==> config.mk <==
export PLATFORM = sky130hd
export DESIGN_NAME = run_pattern_detector
export DESIGN_NICKNAME = d
export VERILOG_FILES = /design/src/rtl/run_det_pkg.sv /design/src/rtl/sat_counter.sv /design/src/rtl/run_pattern_detector.sv
export SDC_FILE = /design/constraint.sdc
export NUM_CORES = 1
export LEC_CHECK = 0
export ABC_AREA = 1
export CAP_MARGIN = 20
export CELL_PAD_IN_SITES_DETAIL_PLACEMENT = 0
export CELL_PAD_IN_SITES_GLOBAL_PLACEMENT = 2
export CORE_UTILIZATION = 32
export CTS_BUF_LIST = sky130_fd_sc_hd__clkbuf_4 sky130_fd_sc_hd__clkbuf_8 sky130_fd_sc_hd__clkbuf_16
export CTS_CLUSTER_DIAMETER = 120
export DETAILED_ROUTE_END_ITERATION = 7
export GPL_ROUTABILITY_DRIVEN = 0
export GPL_TIMING_DRIVEN = 0
export PLACE_DENSITY = 0.87
export REMOVE_ABC_BUFFERS = 1
export SYNTH_ARGS = -nofsm -noshare
export SYNTH_HDL_FRONTEND = slang
export SYNTH_HIERARCHICAL = 1
export SYNTH_SLANG_ARGS = --single-unit
==> constraint.sdc <==
create_clock -name clk -period 3.5 [get_ports clk]
set_input_delay 0.525 -clock clk [delete_from_list [all_inputs] [get_ports clk]]
set_output_delay 0.525 -clock clk [all_outputs]
set_load 0.05 [all_outputs]
==> src/rtl/run_det_pkg.sv <==
// rtl/run_det_pkg.sv - shared types, default widths and config clamp for the run pattern detector
package run_det_pkg;

   localparam int NW_DEF = 6;
   localparam int MW_DEF = 5;
   localparam int CW_DEF = 16;

   typedef enum logic [1:0] {
      ST_GAP   = 2'd0,
      ST_HUNT  = 2'd1,
      ST_ONES  = 2'd2,
      ST_ZEROS = 2'd3
   } state_e;

   // A zero length or repeat count is meaningless, so it is treated as 1.
   function automatic logic [31:0] clamp_to_one(input logic [31:0] v);
      return (v == 32'd0) ? 32'd1 : v;
   endfunction

endpackage

==> src/rtl/sat_counter.sv <==
// rtl/sat_counter.sv - saturating up-counter with synchronous clear
module sat_counter #(
   parameter int W = 16
) (
   input  logic         clk,
   input  logic         rst_n,
   input  logic         clr,
   input  logic         inc,
   output logic [W-1:0] cnt
);

   logic [W-1:0] cnt_q;
   logic [W-1:0] cnt_d;

   // Clear has priority; increment stops at all-ones.
   always_comb begin
      cnt_d = cnt_q;
      if (clr) begin
         cnt_d = '0;
      end else if (inc && (cnt_q != '1)) begin
         cnt_d = cnt_q + 1'b1;
      end
   end

   // Counter register.
   always_ff @(posedge clk or negedge rst_n) begin
      if (!rst_n) begin
         cnt_q <= '0;
      end else begin
         cnt_q <= cnt_d;
      end
   end

   assign cnt = cnt_q;

endmodule

==> src/rtl/run_pattern_detector.sv <==
// rtl/run_pattern_detector.sv - detects M back-to-back (N1 ones, N0 zeros) runs on a qualified serial stream
module run_pattern_detector
   import run_det_pkg::*;
#(
   parameter int NW = NW_DEF,
   parameter int MW = MW_DEF,
   parameter int CW = CW_DEF
) (
   input  logic          clk,
   input  logic          rst_n,
   input  logic          in_vld,
   input  logic          data_in,
   input  logic          cfg_ld,
   input  logic [NW-1:0] cfg_n1,
   input  logic [NW-1:0] cfg_n0,
   input  logic [MW-1:0] cfg_m,
   input  logic          cfg_chain,
   output logic          dec_pulse,
   output logic [MW-1:0] rep_cnt,
   output logic [CW-1:0] det_cnt
);

   state_e        state_q, state_d;
   logic [NW-1:0] cnt_q, cnt_d;
   logic [MW-1:0] rep_q, rep_d;
   logic          dec_pulse_q, dec_pulse_d;
   logic [NW-1:0] n1_q, n1_d;
   logic [NW-1:0] n0_q, n0_d;
   logic [MW-1:0] m_q, m_d;
   logic          chain_q, chain_d;

   logic [MW-1:0] rep_inc;
   logic          a_done;
   logic          detect;

   // State, run counter, repeat count, pulse and shadow config registers.
   always_ff @(posedge clk or negedge rst_n) begin
      if (!rst_n) begin
         state_q     <= ST_GAP;
         cnt_q       <= '0;
         rep_q       <= '0;
         dec_pulse_q <= 1'b0;
         n1_q        <= NW'(1);
         n0_q        <= NW'(1);
         m_q         <= MW'(1);
         chain_q     <= 1'b0;
      end else begin
         state_q     <= state_d;
         cnt_q       <= cnt_d;
         rep_q       <= rep_d;
         dec_pulse_q <= dec_pulse_d;
         n1_q        <= n1_d;
         n0_q        <= n0_d;
         m_q         <= m_d;
         chain_q     <= chain_d;
      end
   end

   // Next-state: config load aborts everything, otherwise walk the run FSM on each valid sample.
   always_comb begin
      state_d     = state_q;
      cnt_d       = cnt_q;
      rep_d       = rep_q;
      n1_d        = n1_q;
      n0_d        = n0_q;
      m_d         = m_q;
      chain_d     = chain_q;
      a_done      = 1'b0;
      detect      = 1'b0;
      rep_inc     = rep_q + 1'b1;

      if (cfg_ld) begin
         n1_d    = NW'(clamp_to_one(32'(cfg_n1)));
         n0_d    = NW'(clamp_to_one(32'(cfg_n0)));
         m_d     = MW'(clamp_to_one(32'(cfg_m)));
         chain_d = cfg_chain;
         state_d = ST_GAP;
         cnt_d   = '0;
         rep_d   = '0;
      end else if (in_vld) begin
         case (state_q)
            ST_GAP: begin
               if (data_in) begin
                  state_d = ST_ONES;
                  cnt_d   = NW'(1);
               end
            end
            ST_HUNT: begin
               // Sitting out an over-long 1-run; only a 0 ends it.
               if (!data_in) begin
                  state_d = ST_GAP;
                  cnt_d   = '0;
               end
            end
            ST_ONES: begin
               if (data_in) begin
                  if (cnt_q < n1_q) begin
                     cnt_d = cnt_q + 1'b1;
                  end else begin
                     state_d = ST_HUNT;
                     rep_d   = '0;
                  end
               end else if (cnt_q >= n1_q) begin
                  state_d = ST_ZEROS;
                  cnt_d   = NW'(1);
                  a_done  = (n0_q == NW'(1));
               end else begin
                  state_d = ST_GAP;
                  cnt_d   = '0;
                  rep_d   = '0;
               end
            end
            ST_ZEROS: begin
               if (!data_in) begin
                  if (cnt_q < n0_q) begin
                     cnt_d  = cnt_q + 1'b1;
                     a_done = ((cnt_q + 1'b1) == n0_q);
                  end else begin
                     state_d = ST_GAP;
                     cnt_d   = '0;
                     rep_d   = '0;
                  end
               end else begin
                  state_d = ST_ONES;
                  cnt_d   = NW'(1);
                  if (cnt_q != n0_q) begin
                     rep_d = '0;
                  end
               end
            end
            default: begin
               state_d = ST_GAP;
               cnt_d   = '0;
               rep_d   = '0;
            end
         endcase

         if (a_done) begin
            if (rep_inc == m_q) begin
               detect = 1'b1;
               if (chain_q) begin
                  // Keep M-1 credited so the very next complete A fires again.
                  rep_d = MW'(m_q - 1'b1);
               end else begin
                  rep_d   = '0;
                  state_d = ST_GAP;
                  cnt_d   = '0;
               end
            end else begin
               rep_d = rep_inc;
            end
         end
      end

      dec_pulse_d = detect;
   end

   // Outputs come straight from registers.
   always_comb begin
      dec_pulse = dec_pulse_q;
      rep_cnt   = rep_q;
   end

   sat_counter #(
      .W (CW)
   ) u_det_cnt (
      .clk   (clk),
      .rst_n (rst_n),
      .clr   (cfg_ld),
      .inc   (detect),
      .cnt   (det_cnt)
   );

endmodule

# ---- Word level (Yosys, flattened, before mapping)
# Index checks and enable logic that the tools add are counted.
dict set report word_totals {
  regBits 48
  inputBits 23
  output_inout_bits 22
  elab_cells 91
}
dict set report op_classes {
  n_addsub 4
  order_cmp 3
  eq_ne 12
  n_mux 54
  n_reduce_logical 9
}
# operator count
set ops {}
lappend ops {{2-to-1 mux 6 bit} 13}
lappend ops {{2-to-1 mux 5 bit} 12}
lappend ops {{2-to-1 mux 16 bit} 2}
lappend ops {{2-to-1 mux 2 bit} 12}
lappend ops {{case mux 6 bit (4 select lines)} 1}
lappend ops {{inequality test 5 bit, second input constant} 4}
lappend ops {{adder 16 x 1 -> 16 bit, second input constant} 1}
lappend ops {{inequality test 16 bit, second input constant} 1}
lappend ops {{zero test 6 bit} 2}
lappend ops {{less-than comparator 6 bit} 2}
lappend ops {{2-to-1 mux 1 bit} 11}
lappend ops {{case mux 5 bit (2 select lines)} 1}
lappend ops {{case mux 2 bit (4 select lines)} 1}
lappend ops {{adder 6 x 1 -> 6 bit, second input constant} 1}
lappend ops {{equality test 6 x 1 -> 1 bit, second input constant} 1}
lappend ops {{equality test 6 bit} 1}
lappend ops {{greater-or-equal comparator 6 bit} 1}
lappend ops {{inequality test 6 bit} 1}
lappend ops {{AND reduction 6 bit} 1}
lappend ops {{adder 5 x 1 -> 5 bit, second input constant} 1}
lappend ops {{equality test 5 bit} 1}
lappend ops {{zero test 5 bit} 1}
lappend ops {{subtractor 5 x 1 -> 5 bit, second input constant} 1}
lappend ops {{equality test 2 bit, second input constant} 2}
lappend ops {{other kinds (6)} 7}

# ---- Depth between registers and ports, before layout
dict set report depth {
  depth_word 13
  ltp_mapped 18
  mapped_depth_nobuf 17
}

# ---- Modules after synthesis
# Netlist, hierarchy kept.
# module instances cells_each area_each_um2 seq_area_each_um2
set modules_own_cells {}
lappend modules_own_cells {run_pattern_detector 1 365 2547.4 804.5}
lappend modules_own_cells {sat_counter 1 145 1033.5 400.4}

# ---- Worst setup path before layout
# No wires, ideal clock.
dict set report synth_timing {
  path_kind {register -> register}
  startpoint {register rep_q[0], in the netlist rep_cnt[0]}
  endpoint {register u_det_cnt.cnt_q[2], in the netlist u_det_cnt/cnt[2]}
  setup_time_ns 0.066
  t_arrival_ns 2.609
  required_ns 3.434
  slack_ns 0.824
  stages_incl_launch_ff 13
  n_path_buf 1
  synth_period_minus_slack_ns 2.676
  cell_sequence {dfrtp_1 ha_1 nand3_1 xor2_1 nor2_1 nor2_2 nand3_4 nor3_1 inv_1 nor2_1 buf_2 nand4_1 nand2_1}
}
dict set report synth_between {
  elab_chain_len 8
}
# item line_no
set synth_rtl {}
lappend synth_rtl {{from (decl)} run_pattern_detector.sv:25} ;# logic [MW-1:0] rep_q, rep_d;
lappend synth_rtl {{from (signal assigned)} run_pattern_detector.sv:50} ;# rep_q <= rep_d;
lappend synth_rtl {{adder 5 x 1 -> 5 bit} run_pattern_detector.sv:70} ;# rep_inc = rep_q + 1'b1;
lappend synth_rtl {{equality test 5 bit} run_pattern_detector.sv:139} ;# if (rep_inc == m_q) begin
lappend synth_rtl {{2-to-1 mux 1 bit} run_pattern_detector.sv:139}
lappend synth_rtl {{2-to-1 mux 1 bit} run_pattern_detector.sv:138} ;# if (a_done) begin
lappend synth_rtl {{2-to-1 mux 1 bit} run_pattern_detector.sv:80} ;# end else if (in_vld) begin
lappend synth_rtl {{2-to-1 mux 1 bit} run_pattern_detector.sv:72} ;# if (cfg_ld) begin
lappend synth_rtl {{named net dec_pulse_d} run_pattern_detector.sv:26} ;# logic dec_pulse_q, dec_pulse_d;
lappend synth_rtl {{logical AND 1 bit} sat_counter.sv:20} ;# end else if (inc && (cnt_q != '1)) begin
lappend synth_rtl {{nonzero test 2 bit (no line)} n/a}
lappend synth_rtl {{to (signal assigned)} sat_counter.sv:30} ;# cnt_q <= cnt_d;
lappend synth_rtl {{to (decl)} sat_counter.sv:12} ;# logic [W-1:0] cnt_q;
# The timed path passes the listed nets, and every way through them passes these cells.
# A chain may end at the register's enable or synchronous reset.

# ---- Worst setup path after layout
dict set report layout_timing {
  startpoint {input port cfg_ld}
  endpoint {register u_det_cnt.cnt_q[6], in the netlist u_det_cnt/cnt[6]}
}
dict set report layout_between {
  elab_chain_len 3
  elab_cells_between_ends 4
  classes_between {2 x mux; 2 x reduce/logical}
}
# item line_no
set layout_rtl {}
lappend layout_rtl {{from (decl)} run_pattern_detector.sv:13} ;# input logic cfg_ld,
lappend layout_rtl {{2-to-1 mux 1 bit} run_pattern_detector.sv:72}
lappend layout_rtl {{named net dec_pulse_d} run_pattern_detector.sv:26}
lappend layout_rtl {{logical AND 1 bit} sat_counter.sv:20}
lappend layout_rtl {{nonzero test 2 bit (no line)} n/a}
# The timed path passes the listed nets, and every way through them passes these cells.

==> impl_results.html <==
<table>
<tr><th>Metric</th><th>Value</th></tr>
<tr><th colspan="2">Synthesis</th></tr>
<tr><td>Number of distinct standard cells referenced by the synthesized netlist</td><td>43</td></tr>
<tr><td>Top area cells in the synthesized netlist</td><td>sky130_fd_sc_hd__dfrtp_1 (31%), sky130_fd_sc_hd__nand2_1 (17%), sky130_fd_sc_hd__nand3_1 (7.3%), sky130_fd_sc_hd__inv_1 (5.8%), sky130_fd_sc_hd__ha_1 (5.6%)</td></tr>
<tr><td>Area of the mapped netlist</td><td>0.003581 mm^2</td></tr>
<tr><td>Count of synthesis-stage warnings from yosys</td><td>6</td></tr>
<tr><td>Fraction of post-synthesis cell area in the top cell type by area</td><td>31.45%</td></tr>
<tr><td>Seq/Total Area, Yosys</td><td>33.65%</td></tr>
<tr><td>Async set or reset register ratio after synthesis</td><td>100.0%</td></tr>
<tr><td>Synthesized netlist cell count</td><td>510</td></tr>
<tr><td>Primary flip-flop cell chosen by synthesis mapping</td><td>sky130_fd_sc_hd__dfrtp_1</td></tr>
<tr><td>Number of synthesized flops with an enable pin</td><td>0</td></tr>
<tr><td>Biggest area consumer among synthesized cells</td><td>sky130_fd_sc_hd__dfrtp_1</td></tr>
<tr><td>Average cell area after synthesis</td><td>7.021 um^2</td></tr>
<tr><td>Number of register bits inferred by synthesis</td><td>48</td></tr>
<tr><th colspan="2">STA</th></tr>
<tr><td>Slew HR</td><td>64.00%</td></tr>
<tr><td>Max Clock Freq</td><td>332.9 MHz</td></tr>
<tr><td>Tcrit/Tclk final</td><td>85.83%</td></tr>
<tr><td>Worst clock skew</td><td>0.01385 ns</td></tr>
<tr><td>Worst slew pin tran</td><td>0.5383 ns</td></tr>
<tr><td>Post-route worst setup slack</td><td>0.4960 ns</td></tr>
<tr><td>Number of hold violations in the final report</td><td>0</td></tr>
<tr><td>RSZ-0062 raised after global routing</td><td>no</td></tr>
<tr><td>Total count of max-transition violations in the final report</td><td>0</td></tr>
<tr><td>Final TNS setup</td><td>0 ns</td></tr>
<tr><td>Worst hold slack</td><td>0.1381 ns</td></tr>
<tr><td>Final setup violation count</td><td>0</td></tr>
<tr><td>Post-route minimum period</td><td>3.004 ns</td></tr>
<tr><th colspan="2">Placed design</th></tr>
<tr><td>Port buffer count</td><td>44</td></tr>
<tr><td>Placement Setup Slack</td><td>-0.2196 ns</td></tr>
<tr><td>Post-DP HPWL</td><td>7.115 mm</td></tr>
<tr><td>Post-placement cell area</td><td>0.004174 mm^2</td></tr>
<tr><td>Instance count after placement with tap cells included</td><td>685</td></tr>
<tr><th colspan="2">Cells and area</th></tr>
<tr><td>Number of nets at the end of the flow</td><td>591</td></tr>
<tr><td>Number of cells in the finished layout apart from fillers</td><td>693</td></tr>
<tr><td>Antenna diode instance count</td><td>0</td></tr>
<tr><td>Area added between synthesis and finish</td><td>19.36%</td></tr>
<tr><td>Share of post-route cells with drive strength above 1</td><td>9.403%</td></tr>
<tr><td>Cell area after layout</td><td>0.004274 mm^2</td></tr>
<tr><td>Commonest non-fill, non-tap cells in the layout</td><td>sky130_fd_sc_hd__nand2_1 (163), sky130_fd_sc_hd__inv_1 (55), sky130_fd_sc_hd__nand3_1 (52)</td></tr>
<tr><td>Most common cell after layout, fill and taps aside</td><td>sky130_fd_sc_hd__nand2_1</td></tr>
<tr><td>Layout Utilization</td><td>39.26%</td></tr>
<tr><th colspan="2">Critical path</th></tr>
<tr><td>Category of cells accounting for the largest share of critical-path delay</td><td>buffers and inverters</td></tr>
<tr><td>CP peak stage delay</td><td>0.68 ns</td></tr>
<tr><td>Crit Path Max Fanout</td><td>28</td></tr>
<tr><td>Setup CP Type</td><td>in2reg</td></tr>
<tr><td>Cell occurring most often along the worst timing path</td><td>sky130_fd_sc_hd__nand2_1</td></tr>
<tr><td>Crit path buf inv count</td><td>4</td></tr>
<tr><td>Startpoint Class</td><td>input port</td></tr>
<tr><td>Type of destination of the critical path</td><td>register</td></tr>
<tr><td>Arr. time, crit path</td><td>3.21 ns</td></tr>
<tr><td>Critical-path cell list</td><td>clkdlybuf4s50_1, buf_16, nor2_1, inv_1, nor3_1, o21ai_4, nand2_4, clkinv_2, nand2_1, nand2_1</td></tr>
<tr><td>Highest-delay cell along the critical path</td><td>sky130_fd_sc_hd__clkdlybuf4s50_1</td></tr>
<tr><td>Required time worst endpoint</td><td>3.71 ns</td></tr>
<tr><th colspan="2">Route</th></tr>
<tr><td>Total Routed Length</td><td>9.252 mm</td></tr>
<tr><td>Count of vias placed by the detailed router</td><td>3345</td></tr>
<tr><td>Drc violations</td><td>0</td></tr>
<tr><td>Per-cell via count in the routed design</td><td>4.827</td></tr>
<tr><td>Met2 wire length</td><td>4.438 mm</td></tr>
<tr><td>1st-iter DRT viols</td><td>193</td></tr>
<tr><td>Avg WL per Cell</td><td>13.35 um</td></tr>
<tr><td>Post-DRT Antenna Nets</td><td>0</td></tr>
<tr><td>Detail Route met3 WL</td><td>220 um</td></tr>
<tr><td>Pre-antenna DRT Iters</td><td>4</td></tr>
<tr><td>Wl on met1</td><td>4.480 mm</td></tr>
<tr><td>Top Metal Used</td><td>met4</td></tr>
<tr><th colspan="2">Floorplanning</th></tr>
<tr><td>Number of rows in the core area</td><td>38</td></tr>
<tr><td>Floorplan die height</td><td>107.8 um</td></tr>
<tr><td>Initial cell density of the core</td><td>32.89%</td></tr>
<tr><td>Number of top-level pins</td><td>45</td></tr>
<tr><td>Area of the die</td><td>0.01162 mm^2</td></tr>
<tr><td>Placeable core region</td><td>0.01089 mm^2</td></tr>
<tr><td>Horizontal die dimension</td><td>107.8 um</td></tr>
<tr><th colspan="2">Pwr</th></tr>
<tr><td>Pwr dens</td><td>279.2 mW/mm^2</td></tr>
<tr><td>Leakage power summed over all cells</td><td>2.076 nW</td></tr>
<tr><td>Max IR drop VDD</td><td>157.3 uV</td></tr>
<tr><td>Final total power</td><td>1.193 mW</td></tr>
<tr><th colspan="2">CTS</th></tr>
<tr><td>Clock root cell</td><td>sky130_fd_sc_hd__clkbuf_8</td></tr>
<tr><td>CTS tree</td><td>built</td></tr>
<tr><td>CTS H-tree lvls</td><td>2</td></tr>
<tr><td>Clock Sinks</td><td>48</td></tr>
<tr><td>Hold-fix buffer count after cts</td><td>0</td></tr>
<tr><td>Max Buffers Root-to-Sink</td><td>2</td></tr>
<tr><td>Number of CTS-inserted buffers</td><td>5</td></tr>
<tr><td>Clock input transition at the sequential cells of the worst setup and hold paths</td><td>0.10 ns</td></tr>
<tr><td>Clock insertion delay at the later pin of the skew report</td><td>0.31 ns</td></tr>
<tr><th colspan="2">Global routing</th></tr>
<tr><td>Overall overflow remaining after global route</td><td>0</td></tr>
<tr><td>GRT Total Usage</td><td>17.11%</td></tr>
<tr><td>Vias in the first global route</td><td>3208</td></tr>
<tr><td>Largest net degree at the start of global routing</td><td>35</td></tr>
<tr><td>Wire length of the first global-routing pass</td><td>15.74 mm</td></tr>
<tr><td>Antenna violations before repair</td><td>0</td></tr>
<tr><th colspan="2">Outcome</th></tr>
<tr><td>Run status</td><td>finished, final reports clean</td></tr>
<tr><th colspan="2">Run</th></tr>
<tr><td>Maxcap violations</td><td>0</td></tr>
<tr><th colspan="2">Min path</th></tr>
<tr><td>Hold crit path type</td><td>in2async</td></tr>
</table>
what timing repair did:
action	4_1_cts	5_1_grt
endpoints found under the setup margin	0	12
gates resized for setup	0	2
setup buffers	0	0
registers in the layout (all words and copies together) (netlist names):
name           count
chain_q            1
cnt_q              6
dec_pulse          1
m_q                5
n0_q               6
n1_q               6
rep_cnt            5
state_q            2
u_det_cnt/cnt     16
cells by family (layout without fill, tap and decap cells):
family	after synthesis	count (layout)	share of synthesized area (%)
xor gates and xnor gates	13	13	3.599
AOI/OAI and AO/OA	56	56	8.840
buffers and inverters	72	115	8.351
and+or+nand+nor	305	305	39.97
adders and majority gates	16	16	5.590
DFF	48	48	33.65
power by group:
part / internal (mW) / total [mW] / switching [mW] / leakage [nW]
Clock: 0.150 / 0.353 / 0.202 / 0.0448
Combinational: 0.0889 / 0.231 / 0.142 / 1.40
Sequential: 0.580 / 0.610 / 0.0293 / 0.629
synthesized netlist by cell type (3+ instances only):
| cell type | n |
|---|---|
| sky130_fd_sc_hd__nand4_1 | 21 |
| sky130_fd_sc_hd__nand2_1 | 163 |
| sky130_fd_sc_hd__clkbuf_1 | 4 |
| sky130_fd_sc_hd__buf_4 | 4 |
| sky130_fd_sc_hd__dfstp_2 | 3 |
| sky130_fd_sc_hd__inv_1 | 55 |
| sky130_fd_sc_hd__nor2_1 | 34 |
| sky130_fd_sc_hd__o21bai_1 | 3 |
| sky130_fd_sc_hd__nor3_1 | 5 |
| sky130_fd_sc_hd__ha_1 | 16 |
| sky130_fd_sc_hd__xor2_1 | 6 |
| sky130_fd_sc_hd__nand3_1 | 52 |
| sky130_fd_sc_hd__nor2_2 | 5 |
| sky130_fd_sc_hd__nand2_4 | 5 |
| sky130_fd_sc_hd__a21oi_1 | 16 |
| sky130_fd_sc_hd__dfrtp_1 | 45 |
| sky130_fd_sc_hd__xnor2_1 | 5 |
| sky130_fd_sc_hd__nand2_2 | 7 |
| sky130_fd_sc_hd__o21ai_0 | 29 |
final timing paths:
check	start	end	slack (ns)	cells after the start
max	cfg_ld	u_det_cnt/cnt[6]$_DFFE_PN0P_	0.50	10
min	rst_n	rep_cnt[0]$_DFFE_PN0P_	0.14	1
max reg2reg	cnt_q[3]$_DFFE_PN0N_	u_det_cnt/cnt[6]$_DFFE_PN0P_	0.56	15
min reg2reg	n1_q[0]$_DFFE_PN1P_	n1_q[0]$_DFFE_PN1P_	0.51	2
max in group asynchronous	rst_n	n0_q[0]$_DFFE_PN1P_	2.77	2
min in group clk	n1_q[0]$_DFFE_PN1P_	n1_q[0]$_DFFE_PN1P_	0.51	2
routing by layer:
| metal | GRT usage (%) | vias up |
|---|---|---|
| met5 | 0 | - |
| li1 | - | 1742 |
| met3 | 2.300 | 7 |
| met1 | 22.52 | 1557 |
| met4 | 4.012 | 0 |
| met2 | 29.49 | 39 |
layout make-up:
cell class	instances	area [um^2]
clock inverters	2	16.27
inverters	61	234.0
repair buffers	46	483.0
clock buffers	6	76.32
flip-flops and latches	48	1205
fillers	1154	6614
multi-input cells	390	2085
well taps	140	175.2
(Power assumes the default switching activity.)
